<file path="src/rtl/uart_tx_ctrl.sv">
// -----------------------------------------------------------------------------
// uart_tx_ctrl
// UART transmit controller and serializer. A parallel word is accepted when
// DATA_VALID is high while the line is idle or sending its stop bit. The same
// edge strobes the external parity calculator. The frame is then sent one bit
// per CLK cycle: start (0), data LSB first, optional parity, stop (1).
//
// Ports
//   CLK         in  1           baud-rate clock, rising edge
//   RST         in  1           asynchronous active-low reset
//   P_DATA      in  DATA_WIDTH  parallel word, sampled on the accept edge
//   DATA_VALID  in  1           request to send P_DATA
//   PAR_EN      in  1           parity enable, sampled on the accept edge
//   par_bit     in  1           registered parity from the parity calculator
//   par_calc_en out 1           capture strobe to the parity calculator
//   TX_OUT      out 1           serial line, idles high
//   busy        out 1           high while a frame is in progress
// -----------------------------------------------------------------------------
module uart_tx_ctrl #(
   parameter int DATA_WIDTH = 8
) (
   input  logic                  CLK,
   input  logic                  RST,
   input  logic [DATA_WIDTH-1:0] P_DATA,
   input  logic                  DATA_VALID,
   input  logic                  PAR_EN,
   input  logic                  par_bit,
   output logic                  par_calc_en,
   output logic                  TX_OUT,
   output logic                  busy
);

   localparam int CNT_W = $clog2(DATA_WIDTH);
   localparam logic [CNT_W-1:0] LAST_CNT = CNT_W'(DATA_WIDTH - 1);
   localparam logic [CNT_W-1:0] CNT_ONE  = CNT_W'(1);

   typedef enum logic [2:0] {
      ST_IDLE   = 3'd0,
      ST_START  = 3'd1,
      ST_DATA   = 3'd2,
      ST_PARITY = 3'd3,
      ST_STOP   = 3'd4
   } state_t;

   state_t                  state_r;
   logic [CNT_W-1:0]        cnt_r;
   logic [DATA_WIDTH-1:0]   shift_r;
   logic                    par_en_r;
   logic                    tx_out_r;
   logic                    busy_r;
   logic                    accept_s;

   // A new word is taken only when the line is free or in its last (stop) bit;
   // this lets back-to-back frames run with no idle gap.
   assign accept_s = DATA_VALID && ((state_r == ST_IDLE) || (state_r == ST_STOP));

   // The calculator must capture the very same P_DATA on the accept edge.
   assign par_calc_en = accept_s;
   assign TX_OUT      = tx_out_r;
   assign busy        = busy_r;

   // Frame sequencer. TX_OUT and busy are loaded with the value belonging to
   // the state being entered, so the line never sees a combinational path
   // from any input. par_bit is stable from cycle 1 on, so sampling it on the
   // DATA->PARITY edge gives the calculator's captured value.
   always_ff @(posedge CLK or negedge RST) begin
      if (!RST) begin
         state_r  <= ST_IDLE;
         cnt_r    <= '0;
         shift_r  <= '0;
         par_en_r <= 1'b0;
         tx_out_r <= 1'b1;
         busy_r   <= 1'b0;
      end else begin
         case (state_r)
            ST_IDLE, ST_STOP: begin
               if (accept_s) begin
                  state_r  <= ST_START;
                  shift_r  <= P_DATA;
                  par_en_r <= PAR_EN;
                  cnt_r    <= '0;
                  tx_out_r <= 1'b0;
                  busy_r   <= 1'b1;
               end else begin
                  state_r  <= ST_IDLE;
                  tx_out_r <= 1'b1;
                  busy_r   <= 1'b0;
               end
            end
            ST_START: begin
               state_r  <= ST_DATA;
               tx_out_r <= shift_r[0];
               busy_r   <= 1'b1;
            end
            ST_DATA: begin
               busy_r <= 1'b1;
               if (cnt_r == LAST_CNT) begin
                  if (par_en_r) begin
                     state_r  <= ST_PARITY;
                     tx_out_r <= par_bit;
                  end else begin
                     state_r  <= ST_STOP;
                     tx_out_r <= 1'b1;
                  end
               end else begin
                  // Next bit on the line is the one about to reach bit 0.
                  shift_r  <= {1'b0, shift_r[DATA_WIDTH-1:1]};
                  cnt_r    <= cnt_r + CNT_ONE;
                  tx_out_r <= shift_r[1];
               end
            end
            ST_PARITY: begin
               state_r  <= ST_STOP;
               tx_out_r <= 1'b1;
               busy_r   <= 1'b1;
            end
            default: begin
               state_r  <= ST_IDLE;
               cnt_r    <= '0;
               tx_out_r <= 1'b1;
               busy_r   <= 1'b0;
            end
         endcase
      end
   end

endmodule

</file>
<file path="config.mk">
export PLATFORM = sky130hd
export DESIGN_NAME = uart_tx_ctrl
export DESIGN_NICKNAME = d
export VERILOG_FILES = /design/src/rtl/uart_tx_ctrl.sv
export SDC_FILE = /design/constraint.sdc
export NUM_CORES = 1
export LEC_CHECK = 0
export ABC_AREA = 1
export CORE_MARGIN = 1.5
export CORE_UTILIZATION = 35
export DETAILED_ROUTE_END_ITERATION = 16
export PLACE_DENSITY = 0.6
export SYNTH_ARGS = -nofsm -noshare
export SYNTH_HDL_FRONTEND = slang
export SYNTH_SLANG_ARGS = --single-unit
</file>
<file path="constraint.sdc">
create_clock -name CLK -period 1.71 [get_ports CLK]
set_clock_uncertainty 0.15 [all_clocks]
set_input_delay 0.342 -clock CLK [delete_from_list [all_inputs] [get_ports CLK]]
set_output_delay 0.342 -clock CLK [all_outputs]
set_load 0.02 [all_outputs]
</file>
==> run_results.csv <==
group,metric,value,unit
synthesis,synthTopCellsByCount,"nand2_1 (46), nand3_1 (21), dfrtp_1 (16)",
cells_and_area,num_antenna_cells,0,
sta,hold_ws,0.1967,ns
synthesis,synth.avg_cell_area,7.846,µm²
sta,max-slew-margin-rel,0.7929,
worst_setup_path,start_kind,"flip-flop",
synthesis,synth_fp_nets,137,
floorplan,die_y,55.30,µm
cells_and_area,num-nets-final,168,
detailed_routing,routed_via_density,4.780,
floorplan,die_x,55.30,µm
sta,finalSetupViolCount,0,
sta,rsz0062_at_grt,"true",
grt,grt_pass1_wl,3719,µm
hold_path,hp-class,"in2async",
synthesis,ys_warn_count,0,
detailed_routing,num_vias,870,
outcome,status,"finished clean",
placement,gp_congestion,0.7758,
clock_network,clk_latency,0.30,ns
job,cap_violations,0,
grt,grt_pass1_vias,846,
worst_setup_path,cp_max_fo,4,
clock_network,cts-root-buf,"clkbuf_4",
placement,portBuffers,15,
worst_setup_path,cp.required,1.22,ns
floorplan,core_area,0.002522,mm²
synthesis,synth-main-ff-cell,"dfrtp_1",
sta,setup_tns,0,ns
clock_network,hold_buffers,0,
power,p_leak,0.0006644,µW
grt,gr-total-overflow,0,
detailed_routing,drc,0,
clock_network,tritoncts,"done",
synthesis,synth_top_area_share,0.4183,
placement,hpwlAfterDp,1498,µm
worst_setup_path,cp-end-kind,"output port",
clock_network,cts.sinks,17,
detailed_routing,drt_pass1_iterations,4,
floorplan,rows,18,
cells_and_area,finish.utilization,0.4975,
synthesis,ys_ff_latch,17,
sta,tightestPinTransition,0.3103,ns
clock_network,cts_made_buffers,3,
sta,hold_viol_final,0,
placement,dpl_cell_area,0.001205,mm²
detailed_routing,ant_nets,0,
clock_network,max-clock-path-buffers,2,
synthesis,synth_cells,122,
cells_and_area,final_area,0.001255,mm²
synthesis,yosysMostFrequentCell,"nand2_1",
placement,dp_cells,176,
grt,grt_usage,0.1504,
grt,antenna_found_initial,0,
grt,grt_max_degree,18,
power,vdd_drop_max,0.0009098,V
clock_network,clk_pin_slew_worst_paths,0.11,ns
cells_and_area,fin_cells,182,
clock_network,htree_levels,1,
worst_setup_path,critical_path_class,"reg2out",
synthesis,ys_top_cells_by_area,"dfrtp_1 (42%), nand2_1 (18%), nand3_1 (11%)",
sta,fin_crit_sh,0.9693,
cells_and_area,final_layout_size_suffix_gt1_frac,0.2105,
worst_setup_path,worstPathArrival,1.17,ns
synthesis,ys_types,18,
power,pwr_density_cell,1755,mW/mm²
sta,finalMaxSlewViolations,0,
floorplan,dieArea,0.003058,mm²
synthesis,netlist_area,957.2,µm²
detailed_routing,first_iter_violations,30,
detailed_routing,routed_wl,2180,µm
sta,final.min_clock_period,1.657,ns
cells_and_area,area_growth,31.11,%
synthesis,ys_async_sr_fraction,1.000,
sta,fmax,603.3,MHz
synthesis,synth_edf_count,0,
floorplan,io_pins,16,
synthesis,ys_seq_area_frac,0.4458,
synthesis,yosysTopAreaCell,"dfrtp_1",
floorplan,initial_core_util,0.3795,
detailed_routing,wire_per_inst,11.98,µm
repair_timing:
item,4_1_cts,5_1_grt
endpoints found under the setup margin,3,7
gates cloned,0,1
setup buffers,0,1
resized for setup,8,2
pin swaps,0,2
final cells by class:
type | instances | area, µm²
clock buffers | 3 | 22.52
clock inverters | 1 | 5.005
fillers | 263 | 1267
inverters | 12 | 47.55
multi-input cells | 92 | 476.7
flip-flops and latches | 17 | 426.7
well taps | 30 | 37.54
repair buffers | 27 | 239.0
metrics by stage:
stage | power [µW] | setup WS (ns)
4_1_cts | 2181 | 0.02298
6_report | 2203 | 0.05256
3_5_place_dp | 1965 | -0.4084
2_1_floorplan | 1558 | 0.2550
5_1_grt | 2402 | -0.006225
3_3_place_gp | 1936 | -0.3964
path summary, 6_finish.rpt:
path                       startpoint          end  slack (ns)  cells after the start
setup / recovery           state_r[1]  par_calc_en        0.05                      4
hold / removal                    RST         busy        0.20                      2
setup reg to reg             cnt_r[0]     cnt_r[2]        0.11                      7
hold reg to reg            shift_r[6]   shift_r[6]        0.35                      2
max in group asynchronous         RST       TX_OUT        0.96                      2
min in group CLK           shift_r[6]   shift_r[6]        0.35                      2
critical path: stages, from the launching register on:
cell     delay (ns)
dfrtp_1        0.41
nor2_2         0.14
inv_2          0.06
nor2_4         0.11
buf_6          0.13
kinds of logic (layout without fill, tap and decap cells):
| family | after synthesis | count (layout) | share of synthesized area |
|---|---|---|---|
| AO/OA/AOI/OAI | 6 | 6 | 0.03399 |
| AND/OR/NAND/NOR | 83 | 84 | 0.4209 |
| adder cells (fa/ha/maj) | 2 | 2 | 0.02614 |
| flip-flops | 17 | 17 | 0.4458 |
| buffers and inverters | 14 | 43 | 0.07321 |
placed cells by master (no fill, tap or decap):
cell	netlist	routed
ha_1	2	2
dlygate4sd2_1	0	2
inv_2	3	3
nand2_1	46	46
nor2_2	4	3
buf_6	2	1
nor2_1	5	5
a21oi_1	2	2
nor2_4	1	3
nand4_1	2	2
clkbuf_4	0	3
inv_4	1	1
dfstp_2	1	1
clkdlybuf4s50_1	0	12
o21ai_0	3	3
o211ai_1	1	1
nand3_4	2	2
nand2_4	2	2
dfrtp_1	16	16
buf_4	0	12
clkinv_2	0	1
inv_1	8	8
nand3_1	21	21
metal layers:
| layer | up-vias | wire length (µm) | global-route usage |
|---|---|---|---|
| met2 | 15 | 1046 | 0.2466 |
| met1 | 398 | 1047 | 0.2009 |
| li1 | 455 | - | - |
| met4 | 0 | 12 | 0.02091 |
| met5 | - | 0 | 0 |
| met3 | 2 | 73 | 0.04450 |
registers in the layout, summed over array words and instances, names as in the netlist:
| name | cells |
|---|---|
| TX_OUT | 1 |
| busy | 1 |
| cnt_r | 3 |
| par_en_r | 1 |
| shift_r | 8 |
| state_r | 3 |
where the power goes:
part / internal (µW) / switching, µW / leakage, µW / total [µW]
registers: 591 / 99.4 / 0.000212 / 690
logic: 525 / 761 / 0.000435 / 1290
clock network: 87.2 / 139 / 0.0000177 / 226
total: 1200 / 1000 / 0.000664 / 2200
Note: power is estimated with default switching activity, not from simulation.
